**config.mk**
```make
export PLATFORM = sky130hd
export DESIGN_NAME = ya_fifo_to_stream
export DESIGN_NICKNAME = d
export VERILOG_FILES = /design/src/rtl/ya_fifo_pkg.sv /design/src/rtl/ya_stream_skid_buf.sv /design/src/rtl/ya_fifo_to_stream.sv
export SDC_FILE = /design/constraint.sdc
export NUM_CORES = 1
export LEC_CHECK = 0
export ABC_AREA = 1
export CORE_AREA = 4 4 60 62
export CTS_CLUSTER_DIAMETER = 40
export DETAILED_ROUTE_END_ITERATION = 7
export DIE_AREA = 0 0 64 66
export PLACE_DENSITY_LB_ADDON = 0.3
export SLEW_MARGIN = 20
export SYNTH_ARGS = -nofsm -noshare
export SYNTH_HDL_FRONTEND = slang
export SYNTH_SLANG_ARGS = --single-unit
```
**constraint.sdc**
```tcl
create_clock -name i_clk -period 4.57 [get_ports i_clk]
set_clock_uncertainty 0.1 [all_clocks]
set_input_delay 1.1425 -clock i_clk [delete_from_list [all_inputs] [get_ports i_clk]]
set_output_delay 1.1425 -clock i_clk [all_outputs]
set_load 0.005 [all_outputs]
```
**src/rtl/ya_fifo_pkg.sv**
```systemverilog
// Shared constants for the FIFO-to-stream bridge.
//   DEF_WORD_SIZE : default data width of the FIFO / stream words
//   DEF_PKT_LEN   : default number of beats per stream packet
//   beat_cnt_w()  : width of a counter spanning 0..pkt_len-1 (never below 1)
package ya_fifo_pkg;

    localparam int DEF_WORD_SIZE = 8;
    localparam int DEF_PKT_LEN   = 16;

    function automatic int beat_cnt_w(input int pkt_len);
        int w;
        w = $clog2(pkt_len);
        return (w < 1) ? 1 : w;
    endfunction

endpackage

```
**src/rtl/ya_stream_skid_buf.sv**
```systemverilog
// Two-entry in-order word buffer sitting between the FIFO read port and the
// stream output. slot0 always holds the oldest word.
//   clk        : clock, rising edge
//   rst        : synchronous active-high reset, clears occupancy and data
//   clear      : synchronous discard of all buffered words (data kept)
//   push       : capture push_data this cycle
//   push_data  : word to capture
//   pop        : oldest word consumed this cycle
//   head       : oldest buffered word
//   occupancy  : number of buffered words, 0..2
module ya_stream_skid_buf
    import ya_fifo_pkg::*;
#(
    parameter int WORD_SIZE = DEF_WORD_SIZE
) (
    input  logic                 clk,
    input  logic                 rst,
    input  logic                 clear,
    input  logic                 push,
    input  logic [WORD_SIZE-1:0] push_data,
    input  logic                 pop,
    output logic [WORD_SIZE-1:0] head,
    output logic [1:0]           occupancy
);

    logic [WORD_SIZE-1:0] slot0;
    logic [WORD_SIZE-1:0] slot1;
    logic [1:0]           occ;

    // The read-issue logic upstream guarantees push never arrives with two
    // words already held, and pop is only raised while occupancy is nonzero.
    always_ff @(posedge clk) begin
        if (rst) begin
            occ   <= 2'd0;
            slot0 <= '0;
            slot1 <= '0;
        end else if (clear) begin
            occ <= 2'd0;
        end else begin
            case ({push, pop})
                2'b10: begin
                    if (occ == 2'd0) slot0 <= push_data;
                    else             slot1 <= push_data;
                    occ <= occ + 2'd1;
                end
                2'b01: begin
                    slot0 <= slot1;
                    occ   <= occ - 2'd1;
                end
                2'b11: begin
                    // Occupancy unchanged; the new word lands behind whatever
                    // remains after the pop.
                    if (occ == 2'd2) begin
                        slot0 <= slot1;
                        slot1 <= push_data;
                    end else begin
                        slot0 <= push_data;
                    end
                end
                default: ;
            endcase
        end
    end

    assign head      = slot0;
    assign occupancy = occ;

endmodule

```
**src/rtl/ya_fifo_to_stream.sv**
```systemverilog
// Bridge from a standard-mode (registered read data, FWFT=0) FIFO to a
// valid/ready stream with packet framing every PKT_LEN beats.
//   i_clk            : clock, rising edge
//   i_reset          : synchronous active-high reset, highest priority
//   i_flush          : discard buffered / in-flight words and packet position
//   o_fifo_re        : FIFO read request
//   i_fifo_not_empty : FIFO non-empty flag
//   i_fifo_data      : FIFO read data, valid the cycle after a read
//   o_tvalid         : stream word valid
//   i_tready         : stream sink ready
//   o_tdata          : stream word
//   o_tlast          : final beat of each packet
module ya_fifo_to_stream
    import ya_fifo_pkg::*;
#(
    parameter int WORD_SIZE = DEF_WORD_SIZE,
    parameter int PKT_LEN   = DEF_PKT_LEN
) (
    input  logic                 i_clk,
    input  logic                 i_reset,
    input  logic                 i_flush,
    output logic                 o_fifo_re,
    input  logic                 i_fifo_not_empty,
    input  logic [WORD_SIZE-1:0] i_fifo_data,
    output logic                 o_tvalid,
    input  logic                 i_tready,
    output logic [WORD_SIZE-1:0] o_tdata,
    output logic                 o_tlast
);

    localparam int                BEAT_W    = beat_cnt_w(PKT_LEN);
    localparam logic [BEAT_W-1:0] LAST_BEAT = BEAT_W'(PKT_LEN - 1);

    logic              inflight;
    logic [BEAT_W-1:0] beat;
    logic [1:0]        occ;
    logic [WORD_SIZE-1:0] head;
    logic              pop;
    logic              push;
    logic              issue;
    logic [2:0]        load;

    assign pop = o_tvalid & i_tready;

    // Words committed to the buffer once this cycle settles: held words plus
    // the one returning from the FIFO, minus the one leaving. A new read is
    // only safe if at most one slot is spoken for, so the buffer never
    // overflows yet a steady one-in/one-out flow keeps reading every cycle.
    assign load = {1'b0, occ} + {2'b00, inflight} - {2'b00, pop};

    assign o_fifo_re = i_fifo_not_empty & ~i_flush & ~i_reset & (load <= 3'd1);
    assign issue     = o_fifo_re & i_fifo_not_empty;

    // A word arriving in the flush cycle belongs to the discarded stream.
    assign push = inflight & ~i_flush;

    always_ff @(posedge i_clk) begin
        if (i_reset || i_flush) begin
            inflight <= 1'b0;
        end else begin
            inflight <= issue;
        end
    end

    always_ff @(posedge i_clk) begin
        if (i_reset || i_flush) begin
            beat <= '0;
        end else if (pop) begin
            if (beat == LAST_BEAT) beat <= '0;
            else                   beat <= beat + BEAT_W'(1);
        end
    end

    ya_stream_skid_buf #(
        .WORD_SIZE (WORD_SIZE)
    ) u_buf (
        .clk       (i_clk),
        .rst       (i_reset),
        .clear     (i_flush),
        .push      (push),
        .push_data (i_fifo_data),
        .pop       (pop),
        .head      (head),
        .occupancy (occ)
    );

    assign o_tvalid = (occ != 2'd0);
    assign o_tdata  = head;
    assign o_tlast  = o_tvalid & (beat == LAST_BEAT);

endmodule

```
==> tab_implementation.tex <==
\begin{tabular}{lr}
\hline
Metric & Value \\
\hline
\multicolumn{2}{l}{\textbf{Run status}} \\
\quad Status & completed \\
\multicolumn{2}{l}{\textbf{Final layout}} \\
\quad Number of nets in the finished design & around 260 \\
\quad N\_diodes & 0 \\
\quad Number of fill cells & 306 \\
\quad Sequential standard cell area & 460 um2 \\
\quad Final Util & 54.4\% \\
\quad Share of post-route cells with drive strength above 1 & between 10\% and 20\% \\
\quad Synthesis-to-finish area growth & 23.1\% \\
\quad Area of the multi-input gates & 721 um2 \\
\multicolumn{2}{l}{\textbf{Setup path}} \\
\quad Buffers \& Inverters on Critical Path & 5 \\
\quad Biggest fanout along the worst timing path & 2 \\
\quad CP Launch Type & input port \\
\quad Largest stage delay, worst path & 490 ps \\
\quad Endpoint class of the critical path & primary output \\
\quad Data arrival at the endpoint of the critical path & 3160 ps \\
\quad Cells along the critical path & clkdlybuf4s50\_1 > inv\_2 > nor2\_4 > ha\_1 > inv\_1 > ha\_1 > inv\_1 > fa\_1 > nand2\_1 > a211oi\_2 > clkbuf\_2 \\
\quad CP delay by family, top & adder cells \\
\quad Crit path max-delay cell type & clkdlybuf4s50\_1 \\
\quad Classification of the worst setup path & in2out \\
\quad Data required time of the critical path & 3330 ps \\
\multicolumn{2}{l}{\textbf{Routing}} \\
\quad Post-route DRC & 0 \\
\quad Total wire length & 2580 um \\
\quad Average detailed-routed wire length per instance & 9.26 um \\
\quad First-pass detailed-route iteration total & 4 \\
\quad Post-detailed-route count of antenna-violating nets & 0 \\
\quad Routed vias/inst & 4.23 \\
\quad Detailed Route Iter0 Violations & 64 \\
\quad Total number of vias & 1,181 \\
\multicolumn{2}{l}{\textbf{Global routing}} \\
\quad GRT Util Overall & roughly 14\% \\
\quad Gr ovfl total & 0 \\
\quad Vias in the first global route & 1,095 \\
\quad Maximum number of pins on one net before global-route repair & 17 \\
\quad Antenna violations before repair & 0 \\
\quad First-pass GRT wire length & 4560 um \\
\multicolumn{2}{l}{\textbf{Placement}} \\
\quad Post-DP HPWL & 1880 um \\
\quad Placer's final routability congestion estimate & slightly below 0.8 \\
\quad PortBufs & 23 \\
\multicolumn{2}{l}{\textbf{STA}} \\
\quad Count of endpoints failing setup in the final report & 0 \\
\quad Relative slew slack & 40.8\% \\
\quad Peak clock frequency supported by timing & 0.227 GHz \\
\quad Setup repair after global routing missed its margin & no \\
\quad Worst Tran Pin Value & a little under 900 ps \\
\quad Crit path time final & 4400 ps \\
\quad Final Hold Slack & 391 ps \\
\quad Number of hold violations in the final report & 0 \\
\quad Setup total negative slack & 0 ps \\
\quad Final Slew Violations & 0 \\
\quad Final period utilization & 96.3\% \\
\multicolumn{2}{l}{\textbf{Floorplan}} \\
\quad DIE AREA & $\sim$0.0042 mm2 \\
\quad Initial core utilization & between 40 and 50\% \\
\quad Core region area & between 0.003 and 0.004 mm2 \\
\quad Chip Width & 64 um \\
\quad Die height & 66 um \\
\quad I/O pins & 24 \\
\quad Number of placement rows & 20 \\
\multicolumn{2}{l}{\textbf{Clock tree}} \\
\quad Clock network latency to the later pin of the worst-skew pair & roughly 310 ps \\
\quad Clock tree from TritonCTS & yes \\
\quad Root buffer selected by CTS & clkbuf\_4 \\
\quad Clock slew at reported path FFs & around 130 ps \\
\quad Sinks on Clock Net & 23 \\
\quad Maximum buffer depth of the clock tree & 2 \\
\quad Number of buffers created by CTS & 3 \\
\quad H-tree levels & 1 \\
\quad Buffer count from post-CTS setup fixing & 0 \\
\multicolumn{2}{l}{\textbf{Logic synthesis}} \\
\quad Cell area after synthesis & 0.00134 mm2 \\
\quad Yosys warning total & 0 \\
\quad Number of flip-flops and latches in the synthesized netlist & 23 \\
\quad Post-synth top area cell & dfxtp\_1 \\
\quad Average instance area after synthesis & 6.46 um2 \\
\quad Share of synthesized area occupied by flip-flops and latches & 34.4\% \\
\quad Portion of synthesized cell area occupied by the leading cell type & 34.4\% \\
\quad Number of unique standard cell types used by synthesis & 19 \\
\quad Synthesized netlist net count & about 230 \\
\quad Synthesized instance count & 207 \\
\quad Cell types occupying the most area after synthesis & dfxtp\_1 (34\%), nand2\_1 (19\%), nor2\_1 (10\%), inv\_1 (7.9\%), ha\_1 (5.6\%) \\
\multicolumn{2}{l}{\textbf{Power and ir drop}} \\
\quad IR Drop Worst-Case VDD & between 0.09 and 0.1 mV \\
\quad Leak & 0.790 nW \\
\quad Power per cell area & 219 mW/mm2 \\
\multicolumn{2}{l}{\textbf{Min path}} \\
\quad Hold Crit Class & reg2reg \\
\multicolumn{2}{l}{\textbf{Flow run}} \\
\quad Max-cap violations & 0 \\
\hline
\end{tabular}
==> cell type report <==
cell class,count,share of cell area [%]
clock inverters,1,0.304
flip-flops and latches,23,28.0
repair buffers,28,16.0
clock buffers,3,1.37
multi-input cells,148,43.8
well taps,44,3.34
inverters,32,7.29
==> synthesized netlist by cell type <==
cell type and instances:
ha_1 6, o21ai_0 6, fa_1 1, a211oi_1 2, clkinv_1 1, inv_1 28, nand2_1 68, nor2_4 1
inv_2 3, nand2_4 4, buf_6 3, nand3_2 1, nor2_1 37, nor3_1 10, a21oi_1 5, nand3_1 3
nand2_2 4, dfxtp_1 23, clkbuf_4 1
==> logic make-up (layout without fill, tap and decap cells) <==
group / after synthesis / in the layout / synth area share [%]
AO/OA/AOI/OAI: 13 / 13 / 5.24
adder cells (fa/ha/maj): 7 / 7 / 7.11
buffers and inverters: 36 / 64 / 12.1
flip-flops: 23 / 23 / 34.4
AND/OR/NAND/NOR: 128 / 128 / 41.2
==> repair_timing <==
item	4_1_cts	5_1_grt
hold buffers	0	0
resized for setup	1	3
endpoints found under the setup margin	1	1
==> layer usage <==
metal  GRT usage (%)  part of all wire [%]
met5               0                     0
met4            6.47                   2.0
met3            1.70                   3.3
met2            22.2                    42
met1            17.6                    53
==> worst paths after layout <==
path | startpoint | endpoint | slack [ps] | cells after the start
max | i_tready | o_fifo_re | 170 | 11
min | beat[1] | beat[1] | 390 | 2
max reg2reg | u_buf.occupancy[1] | inflight | 1850 | 10
min reg2reg | beat[1] | beat[1] | 390 | 2
==> flip-flops by register name (all words and copies together), names as in the netlist <==
signal / count
inflight: 1
u_buf.head: 8
u_buf.occupancy: 2
beat: 4
u_buf.slot1: 8
==> cells in the final DEF, fill, tap and decap left out, drive strengths merged <==
master / synthesis / layout
dfxtp: 23 / 23
a211oi: 2 / 2
nor3: 10 / 10
fa: 1 / 1
ha: 6 / 6
clkbuf: 1 / 4
buf: 3 / 5
nand3: 4 / 4
clkinv: 1 / 2
o21ai: 6 / 6
inv: 31 / 31
nor2: 38 / 38
clkdlybuf4s50: 0 / 22
a21oi: 5 / 5
nand2: 76 / 76
==> tightest hold or removal path: cells and delay by family (launching register included) <==
| family | cells | cell delay, ps |
|---|---|---|
| buffers and inverters | 1 | 70 |
| flip-flops | 1 | 330 |
| AO/OA/AOI/OAI | 1 | 60 |
==> power by group <==
group | switching, W | total (W) | internal (W)
combinational | 0.0000274 | 0.0000548 | 0.0000273
sequential | 0.00000240 | 0.000209 | 0.000207
clock | 0.0000632 | 0.0000960 | 0.0000328
==> stage by stage <==
| step | power (W) | cells | setup WS (ps) | cell area (um2) |
|---|---|---|---|---|
| 3_5_place_dp | 0.000269 | 275 | -233 | 1620 |
| 4_1_cts | 0.000364 | 279 | 56.0 | 1650 |
| 6_report | 0.000360 | 279 | 171 | 1650 |
| 3_3_place_gp | 0.000268 | 275 | -189 | 1620 |
| 2_1_floorplan | 0.000243 | 207 | 703 | 1340 |
| 5_1_grt | 0.000380 | 279 | 55.4 | 1650 |
Note: power is estimated with default switching activity, not from simulation.
==> patch 1 (config.mk and constraints unchanged) <==
Set the package constant `DEF_PKT_LEN` to 32 (it was 16).
--- a/src/rtl/ya_fifo_pkg.sv
+++ b/src/rtl/ya_fifo_pkg.sv
@@ -5,7 +5,7 @@
 package ya_fifo_pkg;
 
     localparam int DEF_WORD_SIZE = 8;
-    localparam int DEF_PKT_LEN   = 16;
+    localparam int DEF_PKT_LEN   = 32;
 
     function automatic int beat_cnt_w(input int pkt_len);
         int w;
Behaviour: same outputs for any inputs over 10 cycles, from zero or initial values and one cycle with i_reset high; that may be too few to reach the edited logic, so the function may still have changed.
==> patch 1 against the original RTL <==
Power up 18%. Setup slack worse by 0.0062 ns. Area after synthesis rose by 3.9%. Clock power is 61% higher. Global-route usage increased by 0.67 points. Cell area rose by 3.1%. Sequential cell count is 1 higher. Routed wire length increased by 4.6%. Critical path type unchanged.
==> patch 1: results (changes against the original RTL) <==
stage	metric	value	unit	change
synth	post-synth cell types	20		+1
setup_path	Worst R2R End	inflight		
hold_path	hold endpoint	beat[0]		
layout	Post-layout nets	261		+2.0%
global_route	grt total ovfl	0		unchanged
synth	xor and xnor area share after synthesis	0.630	%	+0.63 points
layout	share of cells above drive strength 1	7.53	%	-2.7 points
power	P_leak	0.000831	uW	+5.3%
clock_tree	# H-tree levels	1		unchanged
synth	Ys Warns	0		unchanged
synth	ys flop type	dfxtp_1		
hold_path	hold path cells	2		unchanged
routing	DR vias	1208		+2.3%
clock_tree	setup bufs post-CTS	0		unchanged
placed_design	Final GP Congestion	0.805		+3.4%
synth	sequential-to-total area share from yosys stat	34.6	%	+0.14 points
hold_path	hold_sp	beat[0]		
power	switch share	22.4	%	-3.4 points
setup_path	CP arrival	3.16	ns	about the same
synth	Synth Area in Compound Gates	3.60	%	-1.6 points
hold_path	Hold Crit Class	reg2reg		
setup_path	R2R Path Start	u_buf.occupancy[1]		
placed_design	pre-CTS WS	-0.120	ns	+0.113 ns
placed_design	# port buffers	23		unchanged
routing	Pre-antenna DRT Iters	4		unchanged
synth	Post-synth top cells	nand2_1 (70), nor2_1 (42), inv_1 (29)		
routing	routed length per instance	9.55	um	+3.1%
global_route	initial antenna violation count	0		unchanged
layout	ant diodes	0		unchanged
synth	post-synthesis async set-or-reset flop share	0	%	unchanged
power	Clk pwr share	36.3	%	+9.6 points
synth	synth top area cells	dfxtp_1 (35%), nand2_1 (19%), nor2_1 (11%), inv_1 (7.8%), ha_1 (6.3%)		
clock_tree	deepest clock path buffer count	2		unchanged
power	Peak supply drop	0.000186	V	+90%
setup_path	critical path peak fanout	2		unchanged
global_route	first-pass GRT wire length	4720	um	+3.5%
status	status	finished clean		
routing	wire length on met2	1190	um	+9.5%
setup_path	Reg2Reg Depth	9		-1
synth	syn nets	234		+3.1%
global_route	number of global-route vias before repair	1087		-0.73%
clock_tree	CTS root buf	clkbuf_4		
routing	Detailed Route Iter0 Violations	65		+1.6%
sta	final hold violations	0		unchanged
power	Clk. pwr	155	uW	+61%
routing	Top Layer Used	met4		
clock_tree	post-CTS resize count	1		unchanged
placed_design	Post-DP HPWL	1990	um	+5.7%
synth	synthesized-area fraction occupied by adder cells	7.74	%	+0.63 points
routing	Metal-1 WL	1390	um	+1.9%
power	combinational power share	12.5	%	-2.7 points
global_route	largest net degree at the start of global routing	17		unchanged
sta	Worst slew margin	57.4	%	+17 points
global_route	gr usage total	14.2	%	+0.67 points
setup_path	r2r setup slk	2.19	ns	+0.34 ns
clock_tree	clk_lat worst skew	0.32	ns	
routing	Met3 Wirelength	87	um	+2.4%
synth	mux cell area share after synthesis	0	%	unchanged
[patch 1: cell families after synthesis]
group                      count (synthesis)
AOI/OAI and AO/OA                         10
xor gates and xnor gates                   1
adders and majority gates                  8
buffers and inverters                     36
DFF                                       24
and+or+nand+nor                          134
[patch 1: routing by layer]
metal	global-route usage (%)	vias to the layer above
met5	0	-
met4	3.77	0
met3	4.08	7
met2	23.1	15
met1	18.4	497
li1	-	689
[patch 1: worst max-delay path by stage]
stage	startpoint	endpoint	slack (ns)	cells after the start
final	i_tready	o_fifo_re	0.16	11
after global routing	i_tready	o_fifo_re	0.05	11
after CTS	i_tready	o_fifo_re	0.15	11
after detailed placement	i_tready	o_fifo_re	-0.12	11
after global placement	i_tready	o_fifo_re	-0.09	11
after floorplan	i_tready	o_fifo_re	0.80	9
[patch 1: final cells by class]
class	count	area [um^2]
clock buffers	3	22.5
clock inverters	1	30.0
fillers	307	1330
inverters	32	120
multi-input cells	153	738
flip-flops and latches	24	480
well taps	44	55.1
repair buffers	26	251
[patch 1: worst max-delay path: stages]
cell and delay [ns]:
clkdlybuf4s50_1 0.49, inv_2 0.06, nor2_4 0.10, ha_1 0.23
inv_1 0.06, ha_1 0.13, inv_1 0.05, fa_1 0.47
nand3_1 0.09, nor2_1 0.12, dlygate4sd2_1 0.24
[patch 1: through the flow]
| stage | cell area, um^2 | hold slack (ns) | utilization [%] | setup TNS (ns) | std cells |
|---|---|---|---|---|---|
| final | 1700 | 0.399 | 56.1 | 0 | 283 |
| after global routing | 1700 | 0.420 | 56.1 | 0 | 283 |
| after CTS | 1700 | 0.405 | 56.1 | 0 | 283 |
| after detailed placement | 1650 | 0.385 | 54.4 | -0.120 | 279 |
| after global placement | 1650 | 0.381 | 54.4 | -0.0885 | 279 |
| after floorplan | 1390 | 0.357 | - | 0 | 213 |
==> patch 2 (same flow settings) <==
Made on the original files. Make the reset (`rst`) asynchronous in one clocked block. Comments in the files are not updated.
--- a/src/rtl/ya_stream_skid_buf.sv
+++ b/src/rtl/ya_stream_skid_buf.sv
@@ -29,7 +29,7 @@
 
     // The read-issue logic upstream guarantees push never arrives with two
     // words already held, and pop is only raised while occupancy is nonzero.
-    always_ff @(posedge clk) begin
+    always_ff @(posedge clk or posedge rst) begin
         if (rst) begin
             occ   <= 2'd0;
             slot0 <= '0;
Check against the original RTL: differs if i_reset is asserted again (counterexample within 4 cycles, from zero or initial values and one cycle with i_reset high); with i_reset held inactive, the same outputs for 10 cycles.
==> patch 2 against the original RTL <==
Cell area fell by 4.6%. Register-to-register slack improved by 0.41 ns. Worst hold slack improved by 0.00071 ns. Area after synthesis fell by 5.4%. Setup slack improved by 0.25 ns. Sequential cell count did not move. Global-route usage rose by 0.71 points. Routed wire length rose by 2.5%. Critical path type unchanged.
Power is not compared: it rests on default switching activity, and its combinational part moved more than twofold at a synthesized area within 25%.
==> patch 2: results (changes against the original RTL) <==
stage	metric	value	unit	change
hold_path	Hold Crit Class	reg2reg		
clock_tree	# H-tree levels	1		unchanged
routing	Pre-antenna DRT Iters	5		+1
global_route	number of global-route vias before repair	1144		+4.5%
synth	syn nets	183		-19%
global_route	first-pass GRT wire length	4900	um	+7.4%
routing	Avg Vias per Cell	4.80		+13%
synth	sequential-to-total area share from yosys stat	43.5	%	+9.1 points
power	Peak supply drop	0.000158	V	
synth	Post-synth EDFFs	0		unchanged
layout	share of cells above drive strength 1	9.84	%	-0.37 points
synth	synth top area cells	dfrtp_1 (36%), nand2_1 (15%), nand3_1 (9.1%), dfxtp_1 (7.9%), inv_1 (6.5%)		
power	P_leak	0.000757	uW	
placed_design	# port buffers	23		unchanged
synth	mux cell area share after synthesis	0	%	unchanged
setup_path	critical path peak fanout	2		unchanged
setup_path	CP arrival	2.91	ns	-0.25 ns
clock_tree	Reg clk slew, reported paths	0.12	ns	
synth	Synth Area in Compound Gates	7.12	%	+1.9 points
global_route	initial antenna violation count	0		unchanged
layout	Post-layout nets	211		-18%
synth	synthesized-area fraction occupied by adder cells	4.55	%	-2.6 points
synth	post-synthesis async set-or-reset flop share	78.3	%	+78 points
synth	xor and xnor area share after synthesis	0	%	unchanged
synth	ys flop type	dfrtp_1		
synth	Post-synth top cells	nand2_1 (51), nand3_1 (23), inv_1 (22)		
global_route	gr usage total	14.3	%	+0.71 points
power	P_sw	260	uW	
placed_design	Final GP Congestion	0.784		+0.58%
placed_design	Post-DP HPWL	2140	um	+14%
layout	ant diodes	0		unchanged
clock_tree	CTS root buf	clkbuf_4		
synth	post-synth cell types	23		+4
clock_tree	clk_lat worst skew	0.30	ns	
clock_tree	deepest clock path buffer count	2		unchanged
placed_design	Placed Cells	233		-15%
clock_tree	setup bufs post-CTS	0		unchanged
sta	Worst slew margin	53.2	%	+12 points
placed_design	Placed Instance Area	1540	um^2	-4.7%
global_route	largest net degree at the start of global routing	19		+2
routing	routed length per instance	11.2	um	+21%
synth	Ys Warns	0		unchanged
clock_tree	CTS Buf Count	3		unchanged
synth	syn avg cell area	7.62	um^2	+18%
layout	Post-Layout Cell Count	237		-15%
routing	Detailed Route Iter0 Violations	66		+3.1%
layout	# fillers	301		-1.6%
status	status	finished clean		
[patch 2: cell types whose count changed in the layout (fill, tap and decap cells not counted), moves of 3 or more]
cell / change
nor2_1: -29
nand3_1: +20
dfrtp_1: +18
dfxtp_1: -18
nand2_1: -17
nor3_1: -10
o21ai_1: +9
inv_1: -6
ha_1: -3
nand2_2: -3
o21ai_0: -3
[patch 2: cell type report]
cell class | count | area share, %
Sequential cell | 23 | 35.1
Inverter | 28 | 6.85
Multi-Input combinational cell | 112 | 36.7
Clock buffer | 4 | 1.67
Timing Repair Buffer | 26 | 16.2
Tap cell | 44 | 3.51
[patch 2: cells by family (layout without fill, tap and decap cells)]
logic type | count (synthesis) | count (layout)
compound gates | 17 | 17
fa+ha+maj | 4 | 4
buf+inv | 31 | 58
flops | 23 | 23
simple gates | 91 | 91
[patch 2: repair_timing]
action,CTS,global route
setup endpoints to repair,1,1
hold endpoints to repair,0,0
resized for setup,1,1
pin swaps,0,0
[patch 2: power groups by stage]
stage	clock, uW	combinational [uW]	sequential [uW]
global route	107	348	334
global placement	0	296	323
CTS	96.8	308	321
finish	92.1	305	321
detailed placement	0	308	326
floorplan	0	187	317
[patch 2: worst max-delay path, cell delays in order]
cell and delay, ns:
dlymetal6s2s_1 0.15, inv_2 0.07, nor2_4 0.04, ha_1 0.26
inv_1 0.06, ha_1 0.14, inv_1 0.05, fa_1 0.47
nand2_1 0.06, a211oi_1 0.20, dlygate4sd2_1 0.26
[patch 2: path summary, 6_finish.rpt]
path,startpoint,end,slack (ns),cells after the start
worst max-delay path,i_tready,o_fifo_re,0.42,11
worst min-delay path,u_buf.head[6],u_buf.head[6],0.39,2
worst max register to register,u_buf.occupancy[0],inflight,2.26,10
worst min register to register,u_buf.head[6],u_buf.head[6],0.39,2
max in group asynchronous,i_reset,u_buf.slot1[6],2.76,2
min in group asynchronous,i_reset,u_buf.occupancy[1],1.17,2
[patch 2: metrics by stage]
stage                     util (%)  setup slack (ns)  hold WS (ns)
after floorplan                  -             0.682         0.347
after global placement        51.0            -0.158         0.362
after detailed placement      51.0            -0.270         0.369
after CTS                     51.8            0.0163         0.400
after global routing          51.9             0.265         0.433
final                         51.9             0.417         0.392
[patch 2: routing by layer]
| metal | track usage (%) | wire length (um) |
|---|---|---|
| met2 | 23.7 | 1310 |
| met3 | 3.06 | 112 |
| met1 | 18.7 | 1200 |
| met5 | 0 | 0 |
| met4 | 3.77 | 20 |
